## src/rtl/uart_pkg.sv

```systemverilog
// Shared definitions for the UART frame path: controller states, default sync
// bytes and the per-frame byte overhead (two sync bytes plus checksum).
package uart_pkg;

    typedef enum logic [2:0] {
        ST_IDLE,
        ST_HDR0,
        ST_HDR1,
        ST_LOAD,
        ST_PAY,
        ST_CKSUM,
        ST_DONE
    } tx_state_e;

    localparam logic [7:0] SYNC0_DEF      = 8'hAA;
    localparam logic [7:0] SYNC1_DEF      = 8'h55;
    localparam int         FRAME_OVERHEAD = 3;

    // States in which a byte is offered to the transmitter.
    function automatic logic is_send_state(input tx_state_e s);
        return (s == ST_HDR0) || (s == ST_HDR1) || (s == ST_PAY) || (s == ST_CKSUM);
    endfunction

endpackage

```

## src/rtl/sync_fifo.sv

```systemverilog
// Synchronous FIFO with a registered read port that always presents the
// current head entry (first-word fall-through), plus full/empty flags.
module sync_fifo #(
    parameter int DATA_W = 9,
    parameter int DEPTH  = 16
) (
    input  logic              Clk,
    input  logic              reset,
    input  logic              wr_en,
    input  logic [DATA_W-1:0] wr_data,
    input  logic              rd_en,
    output logic [DATA_W-1:0] rd_data,
    output logic              full,
    output logic              empty
);

    localparam int AW = $clog2(DEPTH);

    logic [DATA_W-1:0] mem [DEPTH];
    logic [AW-1:0]     wr_ptr;
    logic [AW-1:0]     rd_ptr;
    logic [AW-1:0]     rd_ptr_nxt;
    logic [AW:0]       count;
    logic              do_wr;
    logic              do_rd;

    assign full       = (count == (AW+1)'(DEPTH));
    assign empty      = (count == '0);
    assign do_wr      = wr_en & ~full;
    assign do_rd      = rd_en & ~empty;
    assign rd_ptr_nxt = do_rd ? rd_ptr + 1'b1 : rd_ptr;

    always_ff @(posedge Clk) begin
        if (reset) begin
            wr_ptr <= '0;
            rd_ptr <= '0;
            count  <= '0;
        end else begin
            if (do_wr) wr_ptr <= wr_ptr + 1'b1;
            rd_ptr <= rd_ptr_nxt;
            unique case ({do_wr, do_rd})
                2'b10:   count <= count + 1'b1;
                2'b01:   count <= count - 1'b1;
                default: count <= count;
            endcase
        end
    end

    always_ff @(posedge Clk) begin
        if (do_wr) mem[wr_ptr] <= wr_data;
    end

    // A write landing on the slot that becomes the head is bypassed straight
    // into the output register, since the memory still holds stale data there.
    always_ff @(posedge Clk) begin
        if (reset) begin
            rd_data <= '0;
        end else if (do_wr && (wr_ptr == rd_ptr_nxt)) begin
            rd_data <= wr_data;
        end else begin
            rd_data <= mem[rd_ptr_nxt];
        end
    end

endmodule

```

## src/rtl/uart_frame_sender.sv

```systemverilog
// Buffers an upstream byte stream and wraps each packet as SYNC0 SYNC1
// payload checksum, handing bytes one at a time to the UART transmitter.
module uart_frame_sender
    import uart_pkg::*;
#(
    parameter int         FIFO_DEPTH = 16,
    parameter logic [7:0] SYNC0      = SYNC0_DEF,
    parameter logic [7:0] SYNC1      = SYNC1_DEF
) (
    input  logic        Clk,
    input  logic        reset,
    input  logic        s_valid,
    input  logic [7:0]  s_data,
    input  logic        s_last,
    output logic        s_ready,
    output logic        T_EN,
    output logic [7:0]  Data,
    input  logic        Transmit_Done,
    output logic        busy,
    output logic        frame_done,
    output logic [15:0] frame_len
);

    tx_state_e   state;
    tx_state_e   state_nxt;
    logic        done_q;
    logic        td_rise;
    logic        fifo_full;
    logic        fifo_empty;
    logic        fifo_pop;
    logic [8:0]  fifo_rd;
    logic [7:0]  byte_r;
    logic        last_r;
    logic [7:0]  sum;
    logic [15:0] len;
    logic        ten_nxt;
    logic [7:0]  data_nxt;

    sync_fifo #(
        .DATA_W (9),
        .DEPTH  (FIFO_DEPTH)
    ) u_fifo (
        .Clk     (Clk),
        .reset   (reset),
        .wr_en   (s_valid & s_ready),
        .wr_data ({s_last, s_data}),
        .rd_en   (fifo_pop),
        .rd_data (fifo_rd),
        .full    (fifo_full),
        .empty   (fifo_empty)
    );

    assign s_ready    = ~fifo_full & ~reset;
    assign busy       = (state != ST_IDLE);
    assign frame_done = (state == ST_DONE);
    // Only a fresh 0->1 edge completes a byte; a level left high from the
    // previous byte is ignored.
    assign td_rise    = Transmit_Done & ~done_q;

    always_comb begin
        state_nxt = state;
        fifo_pop  = 1'b0;
        unique case (state)
            ST_IDLE:  if (!fifo_empty) state_nxt = ST_HDR0;
            ST_HDR0:  if (td_rise) state_nxt = ST_HDR1;
            ST_HDR1:  if (td_rise) state_nxt = ST_LOAD;
            ST_LOAD: begin
                if (!fifo_empty) begin
                    fifo_pop  = 1'b1;
                    state_nxt = ST_PAY;
                end
            end
            ST_PAY:   if (td_rise) state_nxt = last_r ? ST_CKSUM : ST_LOAD;
            ST_CKSUM: if (td_rise) state_nxt = ST_DONE;
            ST_DONE:  state_nxt = ST_IDLE;
            default:  state_nxt = ST_IDLE;
        endcase

        // T_EN is dropped for the cycle following a completion so the
        // transmitter sees a clean gap between bytes.
        ten_nxt = is_send_state(state_nxt) && !(is_send_state(state) && td_rise);

        data_nxt = Data;
        unique case (state_nxt)
            ST_HDR0:  data_nxt = SYNC0;
            ST_HDR1:  data_nxt = SYNC1;
            ST_PAY:   data_nxt = fifo_pop ? fifo_rd[7:0] : byte_r;
            ST_CKSUM: data_nxt = sum;
            default:  data_nxt = Data;
        endcase
    end

    always_ff @(posedge Clk) begin
        if (reset) begin
            state     <= ST_IDLE;
            done_q    <= 1'b0;
            T_EN      <= 1'b0;
            Data      <= 8'h00;
            frame_len <= 16'h0000;
        end else begin
            state  <= state_nxt;
            done_q <= Transmit_Done;
            T_EN   <= ten_nxt;
            Data   <= data_nxt;
            if (state == ST_DONE) frame_len <= len;
        end
    end

    // Checksum and length restart at every frame start, so they need no reset.
    always_ff @(posedge Clk) begin
        if (state == ST_IDLE && state_nxt == ST_HDR0) begin
            sum <= 8'h00;
            len <= 16'h0000;
        end else if (fifo_pop) begin
            byte_r <= fifo_rd[7:0];
            last_r <= fifo_rd[8];
            sum    <= sum + fifo_rd[7:0];
            len    <= len + 16'd1;
        end
    end

endmodule

```

## config.mk

```make
export PLATFORM = sky130hd
export DESIGN_NAME = uart_frame_sender
export DESIGN_NICKNAME = d
export VERILOG_FILES = /design/src/rtl/uart_pkg.sv /design/src/rtl/sync_fifo.sv /design/src/rtl/uart_frame_sender.sv
export SDC_FILE = /design/constraint.sdc
export NUM_CORES = 1
export LEC_CHECK = 0
export CAP_MARGIN = 25
export CORE_ASPECT_RATIO = 1.25
export CORE_MARGIN = 2
export CORE_UTILIZATION = 55
export CTS_CLUSTER_DIAMETER = 50
export DETAILED_ROUTE_END_ITERATION = 7
export GPL_TIMING_DRIVEN = 1
export HOLD_SLACK_MARGIN = 0.1
export PLACE_DENSITY = 0.73
export SLEW_MARGIN = 20
export SYNTH_ARGS = -nofsm -noshare
export SYNTH_HDL_FRONTEND = slang
export SYNTH_SLANG_ARGS = --single-unit
```

## constraint.sdc

```tcl
create_clock -name Clk -period 3.87 [get_ports Clk]
set_input_delay 0.387 -clock Clk [delete_from_list [all_inputs] [get_ports Clk]]
set_output_delay 0.387 -clock Clk [all_outputs]
set_load 0.03 [all_outputs]
```

==> qor.txt <==
======================================================================================
Result of the run ....................................................... complete, no violations
Launching point of the worst reg2reg path ...............................     state[1]
Buffers from clock root to sink, at most ................................            3
Horiz. Die Dim ..........................................................  124 microns
Maximum number of pins on one net before global-route repair ............           46
Path category of the worst min-delay check ..............................   reg -> reg
Fraction of synthesis flops using an asynchronous set or reset pin ......            0
Required time at the worst-slack endpoint ...............................      4.31 ns
Root Driver .............................................................    clkbuf_16
Avg Inst Size Synth .....................................................   12.4 sq um
Synthesized Nets ........................................................          822
Total Routed Length ..................................................... 20800 microns
Total area of multi-input combinational cells ...........................   3490 sq um
Post-route total power ..................................................      5.43 mW
Length of the first detailed-routing pass in iterations .................            7
Total clock sinks .......................................................          228
Number of buffers inserted during clock tree synthesis ..................           23
Critical Path Source ....................................................     state[1]
Count of antenna diodes in the layout ...................................            0
Die Outline Area ........................................................  18900 sq um
Final number of max-transition violations ...............................            0
Max VDD drop ............................................................   0.000400 V
Type of the setup path with the least slack .............................   reg -> reg
Clock tree from TritonCTS ...............................................          yes
DR DRC count ............................................................            0
Yosys warnings ..........................................................            0
Crit-path max FO ........................................................           18
Power per Cell Area .....................................................  480 nW/um^2
Leading cell type in the layout, fill and taps excluded .................     edfxtp_1
1st-iter DRT viols ......................................................          594
Initial Util ............................................................        0.561
Post-cts sizing count ...................................................            0
Register area ...........................................................   6100 sq um
Final nets ..............................................................          869
Total of endpoints with negative setup slack in the final report ........            0
Final hold vios .........................................................            0
Initial antenna violation count .........................................            0
Total negative setup slack ..............................................         0 ns
Vias in the first global route ..........................................         6335
Final-layout worst hold slack ...........................................     0.417 ns
Proportion of layout cells with a drive suffix above 1 ..................        0.108
Maximum clock frequency .................................................    0.301 GHz
R2R Setup Slk ...........................................................      0.55 ns
Weighted congestion reported at the end of routability-driven placement .        0.835
Worst reg2reg path endpoint ............................................. u_fifo.count[4]
Num rows ................................................................           54
Netlist area before placement ...........................................   9820 sq um
Type of destination of the critical path ................................         flop
Number of cells on the worst reg-to-reg path ............................           12
Capturing instance or port of the critical path ......................... u_fifo.count[4]
Number of levels the H-tree was split into ..............................            1
Max-Slew Margin vs Limit ................................................        0.287
Buffer count from post-CTS setup fixing .................................            0
Total overflow reported by the global router ............................            0
Crit start category .....................................................         flop
Clock network latency to the later pin of the worst-skew pair ...........      0.51 ns
Count of hold-fix buffers inserted at cts ...............................            0
Share of the clock period used by the worst path after layout ...........        0.858
Placeable Area ..........................................................  17500 sq um
Placed wire-length estimate after detailed placement .................... 14000 microns
Post-Synthesis Cells ....................................................          790
EDFF count, synth .......................................................          153
Fin crit period .........................................................      3.32 ns
Dominant synthesized flop cell ..........................................     edfxtp_1
Wire length of the first global-routing pass ............................ 33300 microns
Transition time at the pin with the least slew margin ...................      1.06 ns
RSZ-0062 raised after global routing ....................................        false
Arrival time at the worst endpoint ......................................      3.76 ns
Leakage .................................................................      4.11 nW
Total number of vias ....................................................         6335
Distinct cells, synth ...................................................           63
Top library cells by usage in the layout, fill and taps aside ........... 153 x edfxtp_1, 130 x nand2_1, 75 x dfxtp_1
Fraction of synthesized cell area taken by the top area cell type .......        0.468
Die outline height ......................................................  153 microns
Number of buffers inserted by port buffering ............................           40
Post-synthesis sequential area ratio ....................................        0.621
Register bit total from synthesis .......................................          228
P&R area growth vs syn ..................................................        15.2%
Number of max-cap violations ............................................            0
FILL cells ..............................................................         1289
GRT Resource Usage Total ................................................        0.226
Count of antenna-violating nets left after detailed routing .............            0
Num ports ...............................................................           41
Clock slew at reported path FFs .........................................      0.06 ns
Cell types with the largest area share after synthesis .................. edfxtp_1 47%, dfxtp_1 15%, nand2_1 5.0%, mux2i_1 4.3%, mux4_2 3.9%
Leading area contributor after synthesis ................................     edfxtp_1
Wire per inst ........................................................... 19.3 microns
Avg Vias per Cell .......................................................         5.88
Worst clock skew ........................................................    0.0170 ns
======================================================================================
## how the worst min path moves through the flow
stage	from	to	cells past startpoint
finish	u_fifo.rd_data[8]	last_r	0
global route	u_fifo.rd_data[8]	last_r	0
CTS	u_fifo.rd_data[8]	last_r	0
detailed placement	u_fifo.rd_data[8]	last_r	0
global placement	u_fifo.rd_data[8]	last_r	0
floorplan	u_fifo.rd_data[8]	last_r	0
## through the flow
step	instances	setup WS [ns]	util	instance area, sq um
3_5_place_dp	1035	0.586	0.600	10500
2_1_floorplan	790	0.532	-	9820
5_1_grt	1077	0.309	0.646	11300
4_1_cts	1076	0.562	0.646	11300
6_report	1077	0.551	0.646	11300
3_3_place_gp	1035	0.663	0.600	10500
## synth_stat cells, types with 7 or more instances
master and number:
nand2b_1 7, clkbuf_1 20, and3_1 10, o22ai_1 9
nand2_1 130, edfxtp_1 153, nor2_1 63, nor3_1 11
a32o_1 7, xnor2_1 12, a21oi_1 47, nor2b_1 8
ha_1 17, mux4_2 17, inv_1 19, o21ai_0 18
mux2_2 13, nand3_1 9, buf_2 8, dfxtp_1 75
xor2_1 18, mux2i_1 42
## kinds of logic (layout without fill, tap and decap cells)
family / count (synthesis) / in the layout / share of synthesized area
buffers and inverters: 58 / 121 / 0.0251
muxes: 73 / 73 / 0.0981
adders and majority gates: 19 / 19 / 0.0257
DFF: 228 / 228 / 0.621
and+or+nand+nor: 256 / 256 / 0.113
xor gates and xnor gates: 33 / 33 / 0.0343
AOI/OAI and AO/OA: 123 / 123 / 0.0832
## routing by layer
metal,vias up,wire [microns],global-route usage
met5,-,0,0
met1,3130,8180,0.277
li1,2975,-,-
met4,0,427,0.0595
met3,35,932,0.0291
met2,195,11200,0.414
## final cells by class
class / instances / area share
clock buffers: 24 / 0.0512
clock inverters: 17 / 0.0199
inverters: 21 / 0.00697
multi-input cells: 504 / 0.309
flip-flops and latches: 228 / 0.539
well taps: 224 / 0.0248
repair buffers: 59 / 0.0491
## critical path, stage by stage (launching register included)
cell      delay (ns)
dfxtp_1         0.62
nor2b_1         0.50
o211ai_4        0.21
inv_2           0.27
ha_1            0.29
inv_1           0.10
fa_1            0.41
inv_1           0.08
a21o_1          0.10
a21oi_1         0.08
xnor2_1         0.13
or3_1           0.31
a21oi_1         0.14
## sequential cells by signal, summed over array words and instances, names as in the netlist
| name | cells |
|---|---|
| Data | 8 |
| T_EN | 1 |
| byte_r | 8 |
| done_q | 1 |
| frame_len | 16 |
| last_r | 1 |
| len | 16 |
| state | 3 |
| sum | 8 |
| u_fifo.count | 5 |
| u_fifo.mem | 144 |
| u_fifo.rd_data | 9 |
| u_fifo.rd_ptr | 4 |
| u_fifo.wr_ptr | 4 |
## report_power, final
part | internal [mW] | switching (mW) | total [mW]
clock network | 1.43 | 0.917 | 2.35
logic | 0.126 | 0.221 | 0.346
registers | 2.69 | 0.0457 | 2.74
Note: power is estimated with default switching activity, not from simulation.
